==> config.mk <==
export PLATFORM = sky130hd
export DESIGN_NAME = if_prefetch_queue
export DESIGN_NICKNAME = d
export VERILOG_FILES = /design/src/rtl/if_prefetch_queue.sv
export SDC_FILE = /design/constraint.sdc
export NUM_CORES = 1
export LEC_CHECK = 0
export ABC_AREA = 0
export CAP_MARGIN = 25
export CORE_ASPECT_RATIO = 1.1
export CORE_MARGIN = 2
export CORE_UTILIZATION = 45
export CTS_CLUSTER_DIAMETER = 30
export DETAILED_ROUTE_END_ITERATION = 8
export GPL_TIMING_DRIVEN = 0
export HOLD_SLACK_MARGIN = 0.15
export PLACE_DENSITY_LB_ADDON = 0.3
export SLEW_MARGIN = 20
export SYNTH_ARGS = -nofsm -noshare
export SYNTH_HDL_FRONTEND = slang
export SYNTH_SLANG_ARGS = --single-unit
export TNS_END_PERCENT = 5
==> constraint.sdc <==
create_clock -name clock -period 4.1 [get_ports clock]
set_input_delay 0.82 -clock clock [delete_from_list [all_inputs] [get_ports clock]]
set_output_delay 0.82 -clock clock [all_outputs]
set_load 0.01 [all_outputs]
==> src/rtl/if_prefetch_queue.sv <==
`default_nettype none
// ============================================================================
// Module      : if_prefetch_queue
// Description : Instruction fetch stage with next-PC selection, a req/ready
//               instruction-memory port tolerating wait states, and a
//               DEPTH-entry prefetch FIFO feeding ID over valid/ready.
//               A redirect flushes the FIFO and discards any in-flight word.
//               Optional macro IF_BYPASS_EN: a response arriving while the
//               FIFO is empty is presented to ID in the same cycle.
// Revision    : 1.0 - initial release
// ============================================================================
module if_prefetch_queue #(
   parameter int                ADDR_W   = 32,
   parameter int                DATA_W   = 32,
   parameter int                DEPTH    = 4,
   parameter logic [ADDR_W-1:0] RESET_PC = '0
) (
   input  logic                   clock,
   input  logic                   reset,
   input  logic [1:0]             pc_select,
   input  logic [ADDR_W-1:0]      pc_b,
   input  logic [ADDR_W-1:0]      pc_r,
   input  logic [ADDR_W-1:0]      pc_j,
   output logic                   mem_req,
   output logic [ADDR_W-1:0]      mem_addr,
   input  logic                   mem_ready,
   input  logic [DATA_W-1:0]      mem_rdata,
   output logic                   valid_out,
   input  logic                   ready_in,
   output logic [DATA_W-1:0]      instr,
   output logic [ADDR_W-1:0]      pc_out,
   output logic [ADDR_W-1:0]      pc4,
   output logic [$clog2(DEPTH):0] level
);

   localparam int                 c_PTR_W = $clog2(DEPTH);
   localparam int                 c_LVL_W = c_PTR_W + 1;
   localparam logic [c_LVL_W-1:0] c_FULL  = c_LVL_W'(DEPTH);
   localparam logic [ADDR_W-1:0]  c_STEP  = ADDR_W'(4);

   logic [ADDR_W-1:0]  r_fetch_pc;
   logic [ADDR_W-1:0]  r_hold_addr;   // address presented last cycle
   logic               r_pending;     // request raised but not yet answered
   logic               r_discard;     // outstanding response belongs to a stale path
   logic [c_PTR_W-1:0] r_rd_ptr;
   logic [c_PTR_W-1:0] r_wr_ptr;
   logic [c_LVL_W-1:0] r_level;
   logic [ADDR_W-1:0]  r_fifo_pc   [DEPTH];
   logic [DATA_W-1:0]  r_fifo_data [DEPTH];

   logic               w_redirect;
   logic [ADDR_W-1:0]  w_target;
   logic               w_mem_req;
   logic [ADDR_W-1:0]  w_mem_addr;
   logic               w_resp;
   logic               w_fifo_valid;
   logic               w_bypass;
   logic               w_push;
   logic               w_pop;

   assign w_redirect   = (pc_select != 2'b00);
   assign w_fifo_valid = (r_level != '0);

   // Redirect target chosen by pc_select (sequential case unused).
   always_comb begin
      w_target = '0;
      case (pc_select)
         2'd1:    w_target = pc_b;
         2'd2:    w_target = pc_r;
         2'd3:    w_target = pc_j;
         default: w_target = '0;
      endcase
   end

   // An unanswered request is held regardless of FIFO state or redirects;
   // otherwise a new one is issued whenever a slot is free. Request is
   // forced low while reset is asserted.
   assign w_mem_req  = !reset && (r_pending || (r_level < c_FULL));
   assign w_mem_addr = r_pending ? r_hold_addr : r_fetch_pc;
   assign w_resp     = w_mem_req && mem_ready;

`ifdef IF_BYPASS_EN
   assign w_bypass = w_resp && !w_fifo_valid && !r_discard && !w_redirect;
`else
   assign w_bypass = 1'b0;
`endif

   // A bypassed word taken by ID the same cycle never enters the FIFO.
   assign w_push = w_resp && !r_discard && !w_redirect && !(w_bypass && ready_in);
   assign w_pop  = w_fifo_valid && ready_in && !w_redirect;

   assign mem_req  = w_mem_req;
   assign mem_addr = w_mem_addr;
   assign level    = r_level;

   // Head-of-queue view toward ID, zeroed when nothing is valid.
   always_comb begin
      valid_out = 1'b0;
      instr     = '0;
      pc_out    = '0;
      if (w_fifo_valid) begin
         valid_out = 1'b1;
         instr     = r_fifo_data[r_rd_ptr];
         pc_out    = r_fifo_pc[r_rd_ptr];
      end else if (w_bypass) begin
         valid_out = 1'b1;
         instr     = mem_rdata;
         pc_out    = w_mem_addr;
      end
   end

   assign pc4 = valid_out ? (pc_out + c_STEP) : '0;

   // Fetch PC, request tracking, discard flag and FIFO pointers/occupancy.
   always_ff @(posedge clock or posedge reset) begin
      if (reset) begin
         r_fetch_pc  <= RESET_PC;
         r_hold_addr <= RESET_PC;
         r_pending   <= 1'b0;
         r_discard   <= 1'b0;
         r_rd_ptr    <= '0;
         r_wr_ptr    <= '0;
         r_level     <= '0;
      end else begin
         r_hold_addr <= w_mem_addr;
         r_pending   <= w_mem_req && !mem_ready;
         if (w_redirect) begin
            r_fetch_pc <= w_target;
            r_discard  <= w_mem_req && !mem_ready;
            r_rd_ptr   <= '0;
            r_wr_ptr   <= '0;
            r_level    <= '0;
         end else begin
            if (w_resp) begin
               r_discard <= 1'b0;
               if (!r_discard) begin
                  r_fetch_pc <= r_fetch_pc + c_STEP;
               end
            end
            if (w_push) begin
               r_wr_ptr <= r_wr_ptr + 1'b1;
            end
            if (w_pop) begin
               r_rd_ptr <= r_rd_ptr + 1'b1;
            end
            case ({w_push, w_pop})
               2'b10:   r_level <= r_level + 1'b1;
               2'b01:   r_level <= r_level - 1'b1;
               default: r_level <= r_level;
            endcase
         end
      end
   end

   // FIFO storage; contents are only observed through valid entries.
   always_ff @(posedge clock) begin
      if (w_push) begin
         r_fifo_pc[r_wr_ptr]   <= w_mem_addr;
         r_fifo_data[r_wr_ptr] <= mem_rdata;
      end
   end

endmodule
`default_nettype wire

# --- Yosys cells after proc, flatten, opt, wreduce, memory -nomap -nowiden ---
# Memory sizes are Yosys's and may differ from the RTL's.
# Index checks and enable logic that the tools add are counted.
word_totals:
  register_bits: 73
  input_bits: 134
  ram_bits: 256
  out_inout_bits: 133
  word_cells: 60
  latchBits: 0
  memories: 2
  romBits: 0
op_classes:
  div: 0
  magnitude_cmp: 1
  n_addsub: 6
  n_reduce_logical: 19
  n_shift: 0
  n_eq_ne: 6
  n_mux: 19
  bitwise: 0
  mul: 0
mem_list:
  columns: ["memory", "depth", "width", "read_ports", "rd_clocked_by_memory_dff", "wr", "line_no", "rtl"]
  rows:
  - ["r_fifo_data", 4, 32, 1, 0, 1, "49", "logic [DATA_W-1:0] r_fifo_data [DEPTH];"]
  - ["r_fifo_pc", 4, 32, 1, 0, 1, "48", "logic [ADDR_W-1:0] r_fifo_pc [DEPTH];"]
ops:
  columns: ["op", "count"]
  rows:
  - ["$mux W32", 7]
  - ["$pmux W32 S3", 1]
  - ["$add A32 B3 Y32 const B", 2]
  - ["$mux W2", 4]
  - ["$reduce_bool A2 Y1", 4]
  - ["$logic_and A1 B1 Y1", 7]
  - ["$eq A2 B2 Y1 const B", 3]
  - ["$pmux W3 S2", 1]
  - ["$reduce_bool A3 Y1", 2]
  - ["$mux W1", 5]
  - ["$add A2 B1 Y2 const B", 2]
  - ["$eq A2 B1 Y1 const B", 2]
  - ["$logic_not A1 Y1", 4]
  - ["$add A3 B1 Y3 const B", 1]
  - ["$lt A3 B3 Y1 const B", 1]
  - ["$mux W3", 1]
  - ["$sub A3 B1 Y3 const B", 1]
  - ["$ne A2 B1 Y1 const B", 1]
  - ["$reduce_and A2 Y1", 1]
  - ["$logic_or A1 B1 Y1", 1]

# --- Logic depth before layout (Yosys ltp) ---
depth:
  word_depth: 9
  ltp_mapped: 11
  depth_no_buf: 9

# --- Least setup slack after synthesis ---
# No wires, ideal clock.
synth_timing:
  path_kind: "input-to-reg"
  start: "in reset"
  end: "mem r_fifo_data[0][0] (enable)"
  arrival_time_ns: 3.428
  setup_time_ns: 0.429
  path_stages: 4
  t_required_ns: 3.671
  n_path_buf: 2
  path_slack_ns: 0.243
  cell_sequence: "nor4b_1 -> clkbuf_1 -> clkbuf_1 -> and3_1"
synth_via:
  elab_chain_len: 7
synth_rtl:
  columns: ["item", "line_no", "rtl"]
  rows:
  - ["from (decl)", "19", "input logic reset,"]
  - ["$logic_not A1 Y1 (no source line)", null, null]
  - ["$logic_and A1 B1 Y1", "78", "assign w_mem_req = !reset && (r_pending || (r_level < c_FULL));"]
  - ["$logic_and A1 B1 Y1", "80", "assign w_resp = w_mem_req && mem_ready;"]
  - ["$logic_and A1 B1 Y1 (2 in series)", "89", "assign w_push = w_resp && !r_discard && !w_redirect && !(w_bypass && ready_in);"]
  - ["$mux W1", "157", "if (w_push) begin"]
  - ["$mux W1 (implied by the code)", "159", "r_fifo_data[r_wr_ptr] <= mem_rdata;"]
  - ["to (decl)", "49", null]
# No other way between the ends.

# --- Final worst setup path ---
layout_timing:
  start: "reg r_rd_ptr[0]"
  end: "out pc4[27]"
layout_via:
  elab_chain_len: 4
layout_rtl:
  columns: ["item", "line_no", "rtl"]
  rows:
  - ["from (decl)", "45", "logic [c_PTR_W-1:0] r_rd_ptr;"]
  - ["from (signal assigned)", "144", "r_rd_ptr <= r_rd_ptr + 1'b1;"]
  - ["$mem_v2 Z4 W32", null, null]
  - ["$mux W32", "101", "if (w_fifo_valid) begin"]
  - ["$add A32 B3 Y32", "112", "assign pc4 = valid_out ? (pc_out + c_STEP) : '0;"]
  - ["$mux W32", "112", null]
  - ["to (decl)", "32", "output logic [ADDR_W-1:0] pc4,"]
# No other way between the ends.

==> impl_metrics.py <==
metrics = {
    "run_status": {
        "status": "complete, but fails checks",
        "violations": "negative setup slack",
    },
    "global_route": {
        "overall_track_demand_over_capacity_in_global_routing": 0.219,
        "maximum_number_of_pins_on_one_net_before_global_route_repair": 41,
        "grt_overflow": 0,
        "first_pass_grt_wire_length_mm": 55.5,
        "global_route.usage.met2": 0.366,
        "use_met1": 0.287,
        "antenna_violations_before_repair": 1,
        "global_route.peak_usage_layer": "met2",
        "grt_pass1_vias": 9559,
        "grt_use_met3": 0.0556,
    },
    "drt": {
        "antenna_violating_nets_post_route": 0,
        "drc": 0,
        "route.final.wire_length_mm": 36.6,
        "first_iter_violations": 618,
        "vias": 9079,
        "drt_pre_antenna_iters": 5,
        "detail_route.wl_per_cell_um": 21.9,
        "vias_per_cell": 5.43,
    },
    "clock_network": {
        "clock_tree.root_cell": "sky130_fd_sc_hd__clkbuf_16",
        "cts_hold_repair.buffers": 0,
        "worstSkewPairLatency_ps": 570,
        "htreeDepth": 2,
        "tritoncts_clock_tree": "built",
        "clk_transition_reported_paths_ps": 50,
        "tritoncts.num_buffers": 57,
        "max-clock-path-buffers": 3,
        "cts_sinks": 329,
    },
    "critical_path": {
        "cp_cell_sequence": "buf_6 -> buf_12 -> mux4_2 -> and2_1 -> nand4_1 -> or4_4 -> buf_6 -> or3_4 -> a21oi_4 -> buf_2",
        "timing.critical_path.slowest_stage_cell": "sky130_fd_sc_hd__or4_4",
        "arrival_ps": 3370,
        "cpMostUsedCell": "sky130_fd_sc_hd__buf_6",
        "r2r_setup_slack_ps": 640,
        "timing.critical_path.fanout_max": 10,
        "cp-end-kind": "primary output",
        "crit_path_max_incr_delay_ps": 520,
        "cp_data_required_time_ps": 3280,
        "crit_type": "register to primary output",
        "path_delay_family": "simple AND/OR/NAND/NOR gates",
        "path_buf_inv": 4,
        "start_kind": "register",
    },
    "sta": {
        "timing.final.hold_violations": 0,
        "slew_headroom": 0.388,
        "post-route-min-period_ps": 4190,
        "fin_crit_sh": 1.02,
        "clock-skew-final_ps": 29.5,
        "fin_setup_tns_ps": -183,
        "actual_slew_at_the_worst_max_slew_pin_ps": 919,
        "post-route-worst-setup-slack_ps": -94.7,
        "setup_viol_count_final": 4,
        "rsz0062_at_grt": "yes",
        "fmaxAchievable_ghz": 0.238,
        "final-max-slew-violation-count": 0,
    },
    "cells_and_area": {
        "post_route_cells_drive_above_1_share": 0.243,
        "final_core_utilization": 0.630,
        "area_delta_synth_final_pct": 37.4,
        "stdcell_area_um2": 19800,
        "nNetsFinal": 1345,
        "fillers": 2279,
        "antenna-diode-count": 0,
    },
    "synthesis": {
        "synth_enable_flop_cells": 256,
        "synth.cell_area_um2": 14400,
        "warnings_synthesis": 0,
        "seq_area_frac_synth": 0.659,
        "postSynthAreaPerCell_um2": 16.6,
        "synth.lib_cells_used.distinct": 53,
        "async_flop_share": 0.222,
        "synth_nets": 1012,
        "synth-main-ff-cell": "sky130_fd_sc_hd__edfxtp_1",
        "synthCells": 871,
        "yosys_register_bits": 329,
    },
    "floorplan": {
        "die_area_um2": 33500,
        "die_height_um": 192,
        "pin_count": 267,
        "num_rows": 68,
        "initial_utilization": 0.459,
        "die_width_um": 175,
        "design.core.area_um2": 31500,
    },
    "worst_hold_path": {
        "hp-class": "register to register",
    },
    "job": {
        "timing.max_cap.violations": 0,
    },
    "placed_design": {
        "dpl_worst_slack_ps": -1110,
        "routabilityCongestion": 0.882,
        "post_dp_hpwl_mm": 25.5,
        "port_buffers": 264,
        "placed_cell_area_um2": 17700,
    },
    "pwr": {
        "worst_ir_drop_vdd_mv": 0.284,
        "p_per_area_nw_per_um2": 462,
        "power.leakage_nw": 6.94,
    },
}
-- final timing paths --
check / startpoint / to / depth (start not counted)
max: r_rd_ptr[0] / pc4[27] / 10
min: r_fetch_pc[26] / r_fetch_pc[26] / 2
max reg2reg: r_pending / r_fifo_data[1][3] / 7
min reg2reg: r_fetch_pc[26] / r_fetch_pc[26] / 2
max in group asynchronous: reset / level[1] / 3
min in group asynchronous: reset / r_fetch_pc[2] / 2
-- metrics by stage --
| step | total power [mW] | hold WS, ps | cells |
|---|---|---|---|
| after global placement | 4.69 | 511 | 1555 |
| after detailed placement | 4.71 | 517 | 1560 |
| after global routing | 9.48 | 554 | 1673 |
| final | 9.17 | 537 | 1673 |
| after floorplan | 4.24 | 472 | 871 |
| after CTS | 9.23 | 531 | 1672 |
-- repair_timing --
action                                 CTS  global route
setup endpoints to repair               88            45
pin swaps                                5             8
buffers inserted                         4             1
endpoints found under the hold margin    0             0
resized for setup                       74            42
-- cell families (layout without fill, tap and decap cells) --
logic type,Yosys count,after routing,synth area share
AO/OA/AOI/OAI,49,49,0.0209
XOR/XNOR,45,45,0.0273
adder cells (fa/ha/maj),7,7,0.00659
buffers and inverters,58,440,0.0196
flip-flops,329,329,0.659
multiplexers,130,130,0.173
AND/OR/NAND/NOR,253,253,0.0935
-- power breakdown --
group	leakage [nW]	switching (mW)	internal, mW	total (mW)
Clock	0.908	1.67	2.85	4.52
Sequential	3.16	0.0710	3.76	3.83
Combinational	2.88	0.396	0.428	0.824
-- registers in the layout, summed over array words and instances (netlist names) --
register / flops
r_discard: 1
r_rd_ptr: 2
r_hold_addr: 32
r_fetch_pc: 32
r_fifo_pc: 128
level: 3
r_wr_ptr: 2
r_pending: 1
r_fifo_data: 128
-- layout by cell type (no fill, tap or decap), types with 14 or more instances in the layout --
master and instances:
sky130_fd_sc_hd__edfxtp_1 256, sky130_fd_sc_hd__nand4_1 14, sky130_fd_sc_hd__clkbuf_1 19, sky130_fd_sc_hd__mux4_2 87, sky130_fd_sc_hd__xnor2_1 34, sky130_fd_sc_hd__nor2_1 55
sky130_fd_sc_hd__clkbuf_16 57, sky130_fd_sc_hd__and2_1 67, sky130_fd_sc_hd__dfrtp_1 70, sky130_fd_sc_hd__o21ai_0 17, sky130_fd_sc_hd__clkdlybuf4s50_1 241, sky130_fd_sc_hd__nand2_1 44
sky130_fd_sc_hd__clkinv_2 14, sky130_fd_sc_hd__nand3_1 15, sky130_fd_sc_hd__mux2_2 31
-- synthesized netlist by cell type (3+ instances only) --
cell	count	area [µm²]
sky130_fd_sc_hd__and2_1	69	432
sky130_fd_sc_hd__a21oi_1	15	75.1
sky130_fd_sc_hd__mux2i_1	8	80.1
sky130_fd_sc_hd__and3_1	9	56.3
sky130_fd_sc_hd__nor2_1	56	210
sky130_fd_sc_hd__o21ai_0	17	85.1
sky130_fd_sc_hd__buf_2	10	50.1
sky130_fd_sc_hd__nand2b_1	3	18.8
sky130_fd_sc_hd__dfrtp_1	73	1830
sky130_fd_sc_hd__xnor2_1	34	298
sky130_fd_sc_hd__nor3_1	12	60.1
sky130_fd_sc_hd__xor2_1	11	96.3
sky130_fd_sc_hd__nand2_1	44	165
sky130_fd_sc_hd__nand4_1	14	87.6
sky130_fd_sc_hd__edfxtp_1	256	7690
sky130_fd_sc_hd__mux2_2	31	349
sky130_fd_sc_hd__or3_1	6	37.5
sky130_fd_sc_hd__buf_1	8	30.0
sky130_fd_sc_hd__inv_1	10	37.5
sky130_fd_sc_hd__nor4_1	7	43.8
sky130_fd_sc_hd__clkbuf_1	23	86.3
sky130_fd_sc_hd__mux4_1	5	131
sky130_fd_sc_hd__ha_1	6	75.1
sky130_fd_sc_hd__nand3_1	15	75.1
sky130_fd_sc_hd__buf_4	3	22.5
sky130_fd_sc_hd__mux4_2	86	1940
sky130_fd_sc_hd__and4_1	5	43.8
-- per-layer routing --
metal  wire length (µm)  vias up
met5                  0        -
met4                693        0
met2              17900      405
met3               2870       61
li1                   -     4063
met1              15100     4550
-- worst min-delay path, stage by stage, from the launching register on --
cell and delay (ps):
sky130_fd_sc_hd__dfrtp_1 370, sky130_fd_sc_hd__a21oi_1 50, sky130_fd_sc_hd__nor2_1 70
-- layout make-up --
cell class | instances | area, µm² | share of cell area
Clock inverter | 47 | 430 | 0.0217
Clock buffer | 61 | 1450 | 0.0732
Inverter | 10 | 40.0 | 0.00202
Multi-Input combinational cell | 484 | 4780 | 0.241
Timing Repair Buffer | 274 | 2760 | 0.139
Sequential cell | 329 | 9520 | 0.480
Tap cell | 420 | 526 | 0.0265
Buffer | 48 | 338 | 0.0170
(Power assumes the default switching activity.)
